--- config.mk ---
export PLATFORM = sky130hd
export DESIGN_NAME = ahblite_sram_slave_flat
export DESIGN_NICKNAME = d
export VERILOG_FILES = /design/src/rtl/ahblite_pkg.sv /design/src/rtl/ahblite_sram_slave_if.sv /design/src/rtl/ahblite_be_gen.sv /design/src/rtl/ahblite_sram_slave.sv /design/src/flat_wrapper.sv
export SDC_FILE = /design/constraint.sdc
export NUM_CORES = 1
export LEC_CHECK = 0
export BUFFER_PORTS_ARGS = -buffer_cell sky130_fd_sc_hd__buf_4
export CAP_MARGIN = 40
export CORE_ASPECT_RATIO = 0.7
export CORE_MARGIN = 2
export CORE_UTILIZATION = 29
export DETAILED_ROUTE_END_ITERATION = 10
export GPL_TIMING_DRIVEN = 0
export PLACE_DENSITY = 0.77
export SLEW_MARGIN = 0
export SYNTH_ARGS = -nofsm -noshare
export SYNTH_HDL_FRONTEND = slang
export SYNTH_SLANG_ARGS = --single-unit
--- constraint.sdc ---
create_clock -name clk -period 2 [get_ports clk]
set_clock_uncertainty 0.1 [all_clocks]
set_input_delay 0.1 -clock clk [delete_from_list [all_inputs] [get_ports clk]]
set_output_delay 0.1 -clock clk [all_outputs]
set_load 0.02 [all_outputs]
--- src/rtl/ahblite_pkg.sv ---
// Shared AHB-Lite encodings and the data-phase state type for the SRAM slave.
package ahblite_pkg;

    // htrans encodings
    localparam logic [1:0] HTRANS_IDLE   = 2'b00;
    localparam logic [1:0] HTRANS_BUSY   = 2'b01;
    localparam logic [1:0] HTRANS_NONSEQ = 2'b10;
    localparam logic [1:0] HTRANS_SEQ    = 2'b11;

    // hsize encodings (only up to a 32-bit word is meaningful here)
    localparam logic [2:0] HSIZE_BYTE = 3'b000;
    localparam logic [2:0] HSIZE_HALF = 3'b001;
    localparam logic [2:0] HSIZE_WORD = 3'b010;

    // hresp encodings
    localparam logic HRESP_OKAY  = 1'b0;
    localparam logic HRESP_ERROR = 1'b1;

    // Data-phase FSM states
    typedef enum logic [2:0] {
        ST_NONE   = 3'd0,
        ST_WRITE  = 3'd1,
        ST_READ   = 3'd2,
        ST_RSTALL = 3'd3,
        ST_ERR1   = 3'd4,
        ST_ERR2   = 3'd5
    } dp_state_t;

endpackage

--- src/rtl/ahblite_sram_slave_if.sv ---
// Bus bundle for the AHB-Lite SRAM slave: AHB slave port plus SRAM request port.
interface ahblite_sram_slave_if #(
    parameter int AHB_AW = 32,
    parameter int AHB_DW = 32,
    parameter int MEM_AW = 10
);
    // AHB-Lite slave inputs
    logic              hsel_i;
    logic              hready_i;
    logic              hwrite_i;
    logic              hmastlock_i;
    logic [AHB_AW-1:0] haddr_i;
    logic [1:0]        htrans_i;
    logic [2:0]        hsize_i;
    logic [2:0]        hburst_i;
    logic [3:0]        hprot_i;
    logic [AHB_DW-1:0] hwdata_i;
    // AHB-Lite slave responses
    logic              hreadyout_o;
    logic              hresp_o;
    logic [AHB_DW-1:0] hrdata_o;
    // Synchronous SRAM request / response
    logic              sram_ce_o;
    logic              sram_we_o;
    logic [3:0]        sram_be_o;
    logic [MEM_AW-1:0] sram_addr_o;
    logic [31:0]       sram_wdata_o;
    logic [31:0]       sram_rdata_i;

    modport slave (
        input  hsel_i, hready_i, hwrite_i, hmastlock_i, haddr_i, htrans_i,
               hsize_i, hburst_i, hprot_i, hwdata_i, sram_rdata_i,
        output hreadyout_o, hresp_o, hrdata_o,
               sram_ce_o, sram_we_o, sram_be_o, sram_addr_o, sram_wdata_o
    );

    modport master (
        output hsel_i, hready_i, hwrite_i, hmastlock_i, haddr_i, htrans_i,
               hsize_i, hburst_i, hprot_i, hwdata_i, sram_rdata_i,
        input  hreadyout_o, hresp_o, hrdata_o,
               sram_ce_o, sram_we_o, sram_be_o, sram_addr_o, sram_wdata_o
    );
endinterface

--- src/rtl/ahblite_be_gen.sv ---
// Big-endian byte-enable generation and alignment check for one AHB transfer.
module ahblite_be_gen
    import ahblite_pkg::*;
(
    input  logic [1:0] addr_lo,
    input  logic [2:0] size,
    output logic [3:0] be,
    output logic       err
);

    logic [2:0] nbytes;
    logic [2:0] first_off;
    logic [2:0] end_off;

    // Transfer length in bytes and misalignment detection
    always_comb begin
        nbytes = 3'd0;
        err    = 1'b0;
        case (size)
            HSIZE_BYTE: nbytes = 3'd1;
            HSIZE_HALF: begin
                nbytes = 3'd2;
                err    = addr_lo[0];
            end
            HSIZE_WORD: begin
                nbytes = 3'd4;
                err    = (addr_lo != 2'b00);
            end
            default: err = 1'b1;
        endcase
    end

    assign first_off = {1'b0, addr_lo};
    assign end_off   = first_off + nbytes;

    // Lane gi carries byte offset 3-gi (offset 0 is the MSB lane).
    // A lane is enabled when its offset falls inside [first_off, end_off).
    generate
        for (genvar gi = 0; gi < 4; gi++) begin : g_lane
            localparam logic [2:0] LANE_OFF = 3'(3 - gi);
            assign be[gi] = !err && (LANE_OFF >= first_off) && (LANE_OFF < end_off);
        end
    endgenerate

endmodule

--- src/rtl/ahblite_sram_slave.sv ---
// AHB-Lite slave in front of a synchronous single-port SRAM (1-cycle read latency).
// Writes are zero-wait (data lands in the data phase); reads are issued in the
// address phase so they are zero-wait too, except when the port is busy with a
// write data phase, in which case one stall cycle re-issues the read afterwards.
module ahblite_sram_slave
    import ahblite_pkg::*;
#(
    parameter int AHB_AW = 32,
    parameter int AHB_DW = 32,
    parameter int MEM_AW = 10
) (
    input  logic               clk,
    input  logic               rst,
    ahblite_sram_slave_if.slave bus
);

    dp_state_t         state_reg, state_next;
    logic [MEM_AW-1:0] addr_reg, addr_next;
    logic [3:0]        be_reg, be_next;

    logic [3:0]        be_addr;
    logic              size_err;
    logic [MEM_AW-1:0] word_addr;
    logic              can_accept;
    logic              take;
    logic              take_read_now;

    ahblite_be_gen u_be_gen (
        .addr_lo (bus.haddr_i[1:0]),
        .size    (bus.hsize_i),
        .be      (be_addr),
        .err     (size_err)
    );

    // Upper address bits are ignored, so the SRAM aliases across the AHB region
    assign word_addr = bus.haddr_i[MEM_AW+1:2];

    // RSTALL and ERR1 hold hreadyout low and never take a new address phase
    assign can_accept = (state_reg == ST_NONE)  || (state_reg == ST_WRITE) ||
                        (state_reg == ST_READ)  || (state_reg == ST_ERR2);

    assign take = !rst && can_accept && bus.hsel_i && bus.hready_i &&
                  ((bus.htrans_i == HTRANS_NONSEQ) || (bus.htrans_i == HTRANS_SEQ));

    // Legal read while the SRAM port is free: issue it right away from haddr
    assign take_read_now = take && !bus.hwrite_i && !size_err && (state_reg != ST_WRITE);

    // Next data-phase state and the address/byte-enable latch
    always_comb begin
        state_next = ST_NONE;
        addr_next  = addr_reg;
        be_next    = be_reg;
        if (state_reg == ST_RSTALL) begin
            state_next = ST_READ;
        end else if (state_reg == ST_ERR1) begin
            state_next = ST_ERR2;
        end else if (take) begin
            if (size_err) begin
                state_next = ST_ERR1;
            end else if (bus.hwrite_i) begin
                state_next = ST_WRITE;
                addr_next  = word_addr;
                be_next    = be_addr;
            end else if (state_reg == ST_WRITE) begin
                state_next = ST_RSTALL;
                addr_next  = word_addr;
                be_next    = be_addr;
            end else begin
                state_next = ST_READ;
            end
        end
    end

    // State and latched request registers, cleared asynchronously
    always_ff @(posedge clk or posedge rst) begin
        if (rst) begin
            state_reg <= ST_NONE;
            addr_reg  <= '0;
            be_reg    <= '0;
        end else begin
            state_reg <= state_next;
            addr_reg  <= addr_next;
            be_reg    <= be_next;
        end
    end

    // SRAM request: data-phase write, stalled read, or address-phase read
    always_comb begin
        bus.sram_ce_o    = 1'b0;
        bus.sram_we_o    = 1'b0;
        bus.sram_addr_o  = addr_reg;
        bus.sram_be_o    = be_reg;
        bus.sram_wdata_o = bus.hwdata_i;
        if (!rst) begin
            if (state_reg == ST_WRITE) begin
                bus.sram_ce_o = 1'b1;
                bus.sram_we_o = 1'b1;
            end else if (state_reg == ST_RSTALL) begin
                bus.sram_ce_o = 1'b1;
            end else if (take_read_now) begin
                bus.sram_ce_o   = 1'b1;
                bus.sram_addr_o = word_addr;
                bus.sram_be_o   = be_addr;
            end
        end
    end

    // AHB response decoded from the registered state
    always_comb begin
        bus.hreadyout_o = !((state_reg == ST_RSTALL) || (state_reg == ST_ERR1));
        bus.hresp_o     = ((state_reg == ST_ERR1) || (state_reg == ST_ERR2)) ? HRESP_ERROR
                                                                            : HRESP_OKAY;
        bus.hrdata_o    = (state_reg == ST_READ) ? bus.sram_rdata_i : '0;
    end

    // Inputs that carry no meaning for a plain SRAM target
    logic unused_bits;
    assign unused_bits = ^{bus.hburst_i, bus.hprot_i, bus.hmastlock_i,
                           bus.haddr_i[AHB_AW-1:MEM_AW+2]};

endmodule

--- src/flat_wrapper.sv ---
// flat-port wrapper written by rule: the top's interface ports become plain ports
module ahblite_sram_slave_flat import ahblite_pkg::*;
#(
    parameter int AHB_AW = 32,
    parameter int AHB_DW = 32,
    parameter int MEM_AW = 10
)
  (clk, rst, bus_hsel_i, bus_hready_i, bus_hwrite_i, bus_hmastlock_i, bus_haddr_i, bus_htrans_i, bus_hsize_i, bus_hburst_i, bus_hprot_i, bus_hwdata_i, bus_sram_rdata_i, bus_hreadyout_o, bus_hresp_o, bus_hrdata_o, bus_sram_ce_o, bus_sram_we_o, bus_sram_be_o, bus_sram_addr_o, bus_sram_wdata_o);
  ahblite_sram_slave_if #(.AHB_AW(AHB_AW), .AHB_DW(AHB_DW), .MEM_AW(MEM_AW)) bus_i ();
  input  logic clk;
  input  logic rst;
  input wire logic [$bits(bus_i.hsel_i)-1:0] bus_hsel_i;
  input wire logic [$bits(bus_i.hready_i)-1:0] bus_hready_i;
  input wire logic [$bits(bus_i.hwrite_i)-1:0] bus_hwrite_i;
  input wire logic [$bits(bus_i.hmastlock_i)-1:0] bus_hmastlock_i;
  input wire logic [$bits(bus_i.haddr_i)-1:0] bus_haddr_i;
  input wire logic [$bits(bus_i.htrans_i)-1:0] bus_htrans_i;
  input wire logic [$bits(bus_i.hsize_i)-1:0] bus_hsize_i;
  input wire logic [$bits(bus_i.hburst_i)-1:0] bus_hburst_i;
  input wire logic [$bits(bus_i.hprot_i)-1:0] bus_hprot_i;
  input wire logic [$bits(bus_i.hwdata_i)-1:0] bus_hwdata_i;
  input wire logic [$bits(bus_i.sram_rdata_i)-1:0] bus_sram_rdata_i;
  output wire logic [$bits(bus_i.hreadyout_o)-1:0] bus_hreadyout_o;
  output wire logic [$bits(bus_i.hresp_o)-1:0] bus_hresp_o;
  output wire logic [$bits(bus_i.hrdata_o)-1:0] bus_hrdata_o;
  output wire logic [$bits(bus_i.sram_ce_o)-1:0] bus_sram_ce_o;
  output wire logic [$bits(bus_i.sram_we_o)-1:0] bus_sram_we_o;
  output wire logic [$bits(bus_i.sram_be_o)-1:0] bus_sram_be_o;
  output wire logic [$bits(bus_i.sram_addr_o)-1:0] bus_sram_addr_o;
  output wire logic [$bits(bus_i.sram_wdata_o)-1:0] bus_sram_wdata_o;
  assign bus_i.hsel_i = bus_hsel_i;
  assign bus_i.hready_i = bus_hready_i;
  assign bus_i.hwrite_i = bus_hwrite_i;
  assign bus_i.hmastlock_i = bus_hmastlock_i;
  assign bus_i.haddr_i = bus_haddr_i;
  assign bus_i.htrans_i = bus_htrans_i;
  assign bus_i.hsize_i = bus_hsize_i;
  assign bus_i.hburst_i = bus_hburst_i;
  assign bus_i.hprot_i = bus_hprot_i;
  assign bus_i.hwdata_i = bus_hwdata_i;
  assign bus_i.sram_rdata_i = bus_sram_rdata_i;
  assign bus_hreadyout_o = bus_i.hreadyout_o;
  assign bus_hresp_o = bus_i.hresp_o;
  assign bus_hrdata_o = bus_i.hrdata_o;
  assign bus_sram_ce_o = bus_i.sram_ce_o;
  assign bus_sram_we_o = bus_i.sram_we_o;
  assign bus_sram_be_o = bus_i.sram_be_o;
  assign bus_sram_addr_o = bus_i.sram_addr_o;
  assign bus_sram_wdata_o = bus_i.sram_wdata_o;
  ahblite_sram_slave #(.AHB_AW(AHB_AW), .AHB_DW(AHB_DW), .MEM_AW(MEM_AW)) u_core (.clk(clk), .rst(rst), .bus(bus_i));
endmodule
== Word-level counts from Yosys, hierarchy flattened ==
Cells that the tools add are included.

* Bits in registers: 17
* Bits in latches: 0
* Memory bits (writable): 0
* Memory bits (read-only): 0
* Output and inout bits: 82
* Word-level logic and storage cells: 83
* Memories: 0

* Add/sub/neg operators: 1
* $mul: 0
* Divide/modulo/power cells: 0
* Magnitude comparators: 8
* Equal/unequal tests: 10
* Shifts and indexed selects: 0
* Muxes and demuxes: 28
* Bitwise logic cells: 3
* Reduce and logical (&&, ||, !) cells: 30

{| class="wikitable"
|+ Operator list
! operator !! count
|-
| 10-bit two-way mux || 6
|-
| 32-bit two-way mux || 1
|-
| 4-bit two-way mux || 6
|-
| 1-bit logical AND || 15
|-
| 3-bit two-way mux || 5
|-
| 3-bit by 2-bit equality test with 1-bit output (second input constant) || 3
|-
| 3-bit case mux with 3 select lines || 1
|-
| 1-bit two-way mux || 8
|-
| 3-bit by 1-bit equality test with 1-bit output (second input constant) || 2
|-
| 3-bit equality test (second input constant) || 2
|-
| 3-bit zero test || 2
|-
| 1-bit logical OR || 6
|-
| 1-bit by 3-bit less-than comparator with 1-bit output (first input constant) || 2
|-
| 2-bit by 3-bit less-than comparator with 1-bit output (first input constant) || 2
|-
| 5-bit AND reduction || 1
|-
| 2-bit equality test (second input constant) || 2
|-
| 1-bit by 2-bit >= comparator with 1-bit output (first input constant) || 2
|-
| 2-bit >= comparator (first input constant) || 2
|-
| 1-bit zero test || 4
|-
| 2-bit nonzero test || 2
|-
| 2-bit by 3-bit adder with 3-bit output || 1
|-
| 3-bit by 1-bit != test with 1-bit output (second input constant) || 1
|-
| 1-bit NOT || 3
|-
| 1-bit case mux with 3 select lines || 1
|}

== Depth between registers and ports, before layout ==
* Word-level depth: 15
* Mapped depth: 7

== By module ==
A second synthesis with hierarchy kept.

* Cell total of the unflattened synthesis: 163
* Area total of the unflattened synthesis: 1565.3 um2

{| class="wikitable"
|+ By module, submodules not included
! module !! times used !! cells each !! area each (um2) !! seq. area each (um2)
|-
| ahblite_sram_slave || 1 || 144 || 1418.9 || 425.4
|-
| ahblite_be_gen || 1 || 19 || 146.4 || 0.0
|}

== Worst setup path before layout ==
Ideal clock, no wire load.

* Path kind: register to output
* From: register u_core.state_reg[2]
* To: output port bus_sram_be_o[3]
* Data arrival time: 1826 ps
* Data required time: 1800 ps
* Slack: -26 ps
* Stages on the path, launching flop included: 8
* Buffers on the path: 3
* Cell sequence: dfrtp_1 -> buf_2 -> nor2_1 -> a21oi_1 -> or4_1 -> buf_2 -> buf_6 -> mux2i_1

* Word-level cells in the longest chain between the ends: 15
* Elaborated cells between the ends (all ways): 20

{| class="wikitable"
|+ RTL lines
! element !! RTL line !! text
|-
| from (decl) || ahblite_sram_slave.sv:17 || <nowiki>dp_state_t state_reg, state_next;</nowiki>
|-
| from (signal assigned) || ahblite_sram_slave.sv:81 || <nowiki>state_reg <= state_next;</nowiki>
|-
| 3-bit by 1-bit equality test with 1-bit output or 3-bit zero test (tied branches) || ahblite_sram_slave.sv:39, ahblite_sram_slave.sv:95 ||
|-
| 1-bit logical OR (2 in a row) || ahblite_sram_slave.sv:39 || <nowiki>assign can_accept = (state_reg == ST_NONE) || (state_reg == ST_WRITE) ||</nowiki>
|-
| 1-bit logical OR || ahblite_sram_slave.sv:40 || <nowiki>(state_reg == ST_READ) || (state_reg == ST_ERR2);</nowiki>
|-
| 1-bit logical AND (4 in a row) || ahblite_sram_slave.sv:42 || <nowiki>assign take = !rst && can_accept && bus.hsel_i && bus.hready_i &&</nowiki>
|-
| 1-bit logical AND (3 in a row) || ahblite_sram_slave.sv:46 || <nowiki>assign take_read_now = take && !bus.hwrite_i && !size_err && (state_reg != ST_WRITE);</nowiki>
|-
| 4-bit two-way mux || ahblite_sram_slave.sv:100 || <nowiki>end else if (take_read_now) begin</nowiki>
|-
| 4-bit two-way mux || ahblite_sram_slave.sv:98 || <nowiki>end else if (state_reg == ST_RSTALL) begin</nowiki>
|-
| 4-bit two-way mux * || ahblite_sram_slave.sv:95 || <nowiki>if (state_reg == ST_WRITE) begin</nowiki>
|-
| 4-bit two-way mux * || ahblite_sram_slave.sv:94 || <nowiki>if (!rst) begin</nowiki>
|-
| to (decl) || flat_wrapper.sv:28 || <nowiki>output wire logic [$bits(bus_i.sram_be_o)-1:0] bus_sram_be_o;</nowiki>
|}

Every way passes the cells marked *; elsewhere a longest branch is shown, timed or not.

== Worst setup path in the final report ==
* From: register u_core.state_reg[0]
* To: output port bus_sram_addr_o[8]

* Word-level cells in the longest chain between the ends: 15
* Elaborated cells between the ends (all ways): 20

{| class="wikitable"
|+ RTL lines
! element !! RTL line !! text
|-
| 3-bit by 1-bit equality test with 1-bit output or 3-bit zero test (tied branches) || ahblite_sram_slave.sv:39, ahblite_sram_slave.sv:95 ||
|-
| 1-bit logical OR (2 in a row) || ahblite_sram_slave.sv:39 ||
|-
| 1-bit logical OR || ahblite_sram_slave.sv:40 ||
|-
| 1-bit logical AND (4 in a row) || ahblite_sram_slave.sv:42 ||
|-
| 1-bit logical AND (3 in a row) || ahblite_sram_slave.sv:46 ||
|-
| 10-bit two-way mux || ahblite_sram_slave.sv:100 ||
|-
| 10-bit two-way mux || ahblite_sram_slave.sv:98 ||
|-
| 10-bit two-way mux * || ahblite_sram_slave.sv:95 ||
|-
| 10-bit two-way mux * || ahblite_sram_slave.sv:94 ||
|-
| to (decl) || flat_wrapper.sv:29 || <nowiki>output wire logic [$bits(bus_i.sram_addr_o)-1:0] bus_sram_addr_o;</nowiki>
|}

Marked as above.

==> impl_metrics.json <==
{
  "status": "finished, violations left",
  "violations": "setup timing",
  "slew_viol_final": 0,
  "worst-setup-path-type": "reg -> out",
  "reg2regPathDepth": 6,
  "cts.path.max_buffers": 2,
  "cts_tree": "yes",
  "ys_warn_count": 0,
  "core.rowCount": 22,
  "synth-edff-count": 0,
  "drtAntennaViolNets": 0,
  "cp-end-kind": "primary output",
  "port_buffers": 134,
  "yosysSeqAreaShare_pct": 27.31,
  "ys_types": 34,
  "dieArea_um2": 5983,
  "groute.usage.overall_pct": 16.26,
  "clkPwrFrac_pct": 14.0,
  "cts_num_sinks": 17,
  "yosys_most_used_dff": "dfrtp_1",
  "clk_pin_slew_ns": 0.07,
  "drive_gt1_share_pct": 69.59,
  "diodes": 0,
  "netlist_area_um2": 1558,
  "max_freq_mhz": 458.8,
  "slew_headroom_pct": 56.57,
  "grt_first_pass_wirelength_mm": 8.004,
  "mostFrequentLayoutCell": "buf_4",
  "final_area_um2": 3017,
  "ctsRootBufferMaster": "clkbuf_8",
  "seqCellArea_um2": 429.2,
  "die_w_um": 91.60,
  "areaGrowthSynthToFinish_pct": 93.65,
  "fin_crit_ns": 2.179,
  "hold_viol_final": 0,
  "synthArstFlopShare_pct": 100.0,
  "max_cap_violations": 0,
  "grt_overflow": 0,
  "cts_buffers": 3,
  "drt_first_pass_iters": 4,
  "fin_crit_sh_pct": 109.0,
  "fill_cells": 462,
  "postPlaceCellArea_um2": 2661,
  "io_pins": 196,
  "switching_share_pct": 37.38,
  "worstPathArrival_ns": 1.98,
  "avgViaCountPerCell": 4.414,
  "antenna_found_initial": 0,
  "drt_iter0_markers": 53,
  "p_leak_nw": 1.723,
  "critPathMaxFanout": 5,
  "utilization_pct": 57.98,
  "ys_seq_elements": 17,
  "switchingPower_mw": 0.6778,
  "syn-mean-instance-area_um2": 9.498,
  "clk_latency_ns": 0.25,
  "whs_ns": 0.02472,
  "required_ns": 1.80,
  "multi_input_area_um2": 878.3,
  "peakVddDrop_v": 0.0005469,
  "power_density_nw_per_um2": 601.1,
  "setup_ws_ns": -0.1794,
  "largest_reg_flops": 10,
  "gp_congestion": 0.7739,
  "synthCells": 164,
  "min_path_type": "in -> reg",
  "wl_per_cell_um": 13.34,
  "via_count": 1726,
  "fp.coreArea_um2": 5202,
  "worst_pin_slew_ns": 0.6508,
  "p_seq_share_pct": 26.8,
  "timing.rr.end": "u_core.addr_reg[1]$_DFFE_PP0P_",
  "route.detailed.drc": 0,
  "rsz0062_at_grt": "yes",
  "crit_path_start_kind": "flop",
  "grt_max_degree": 18,
  "place_hpwl_mm": 4.099,
  "die_h_um": 65.32,
  "htree_levels": 1,
  "p_int_mw": 1.135,
  "final_cell_mix": "159 x buf_4, 32 x and3_1, 18 x mux2_2",
  "setup-violations-final": 15,
  "crit_end": "bus_sram_addr_o[8]",
  "synth_nets": 280,
  "r2r_slack_ns": 0.04,
  "final_net_count": 436,
  "initial_core_util_pct": 29.94,
  "power_frac_comb_pct": 59.2,
  "grt_pass1_vias": 1671,
  "routed_wl_mm": 5.216,
  "post-place-ws_ns": -0.3395,
  "r2r-start": "u_core.state_reg[0]$_DFF_PP0_",
  "cp-startpoint": "u_core.state_reg[0]$_DFF_PP0_"
}
[cell type report]
cell class	count	share of cell area, %
Timing Repair Buffer	154	41.81
Multi-Input combinational cell	100	29.12
Sequential cell	17	14.23
Buffer	40	9.871
Tap cell	72	2.986
Clock buffer	4	1.493
Inverter	4	0.4977
[per-layer routing]
layer	global-route usage (%)	vias up	share of wire (%)
met4	1.136	0	0
met3	3.440	0	4.8
li1	-	855	-
met1	21.98	821	42
met2	28.03	50	53
met5	0	-	0
[cell families (layout without fill, tap and decap cells)]
family,after synthesis,in the layout,share of synthesized area (%)
and+or+nand+nor,55,55,21.28
buffers and inverters,47,202,19.76
DFF,17,17,27.31
xor gates and xnor gates,1,1,0.5624
muxes,28,28,22.01
adders and majority gates,2,2,2.088
AOI/OAI and AO/OA,14,14,6.989
[worst min-delay path by stage]
stage | start | end | cells after the start
2_1_floorplan | rst | u_core.addr_reg[0]$_DFFE_PP0P_ | 1
3_3_place_gp | rst | u_core.be_reg[1]$_DFFE_PP0P_ | 2
3_5_place_dp | rst | u_core.be_reg[1]$_DFFE_PP0P_ | 2
4_1_cts | bus_haddr_i[3] | u_core.addr_reg[1]$_DFFE_PP0P_ | 2
5_1_grt | bus_haddr_i[3] | u_core.addr_reg[1]$_DFFE_PP0P_ | 2
6_report | bus_haddr_i[3] | u_core.addr_reg[1]$_DFFE_PP0P_ | 2
[power groups by stage]
stage	Combinational [mW]	Clock (mW)	Sequential, mW
3_5_place_dp	0.930	0	0.476
5_1_grt	1.16	0.280	0.497
6_report	1.07	0.255	0.485
4_1_cts	1.05	0.260	0.485
2_1_floorplan	0.572	0	0.463
3_3_place_gp	0.915	0	0.471
[timing repair]
item,4_1_cts,5_1_grt
hold buffers,10,0
endpoints found under the hold margin,26,0
resized for setup,29,8
pin swaps,2,2
setup buffers,7,2
cloned,1,0
setup endpoints to repair,23,23
[Yosys cell counts, types with 2 or more instances]
cell type | number | area [um^2]
buf_2 | 3 | 15.01
nand2_1 | 5 | 18.77
mux2_2 | 18 | 202.7
dfrtp_1 | 17 | 425.4
o21ai_0 | 2 | 10.01
nor3b_1 | 2 | 15.01
clkbuf_1 | 7 | 26.28
nand2b_1 | 4 | 25.02
and3_1 | 32 | 200.2
mux2i_1 | 2 | 20.02
nor2b_1 | 2 | 12.51
inv_1 | 4 | 15.01
or4_1 | 2 | 15.01
mux2_4 | 8 | 120.1
a21oi_1 | 2 | 10.01
nor3_1 | 3 | 15.01
nor2_1 | 3 | 11.26
buf_4 | 32 | 240.2
[worst max-delay path: stages (launching register included)]
cell and delay, ns:
dfrtp_2 0.40, nor2b_4 0.17, a21oi_2 0.06, or4_4 0.49
buf_12 0.17, mux2_4 0.30, buf_6 0.13
[metrics by stage]
step           TNS [ns]  std cells  power (mW)
2_1_floorplan         0        164       1.035
3_3_place_gp     -4.828        370       1.386
3_5_place_dp     -4.757        370       1.405
4_1_cts          -2.944        390       1.798
5_1_grt          -3.440        391       1.937
6_report         -2.328        391       1.813
(Power assumes the default switching activity.)
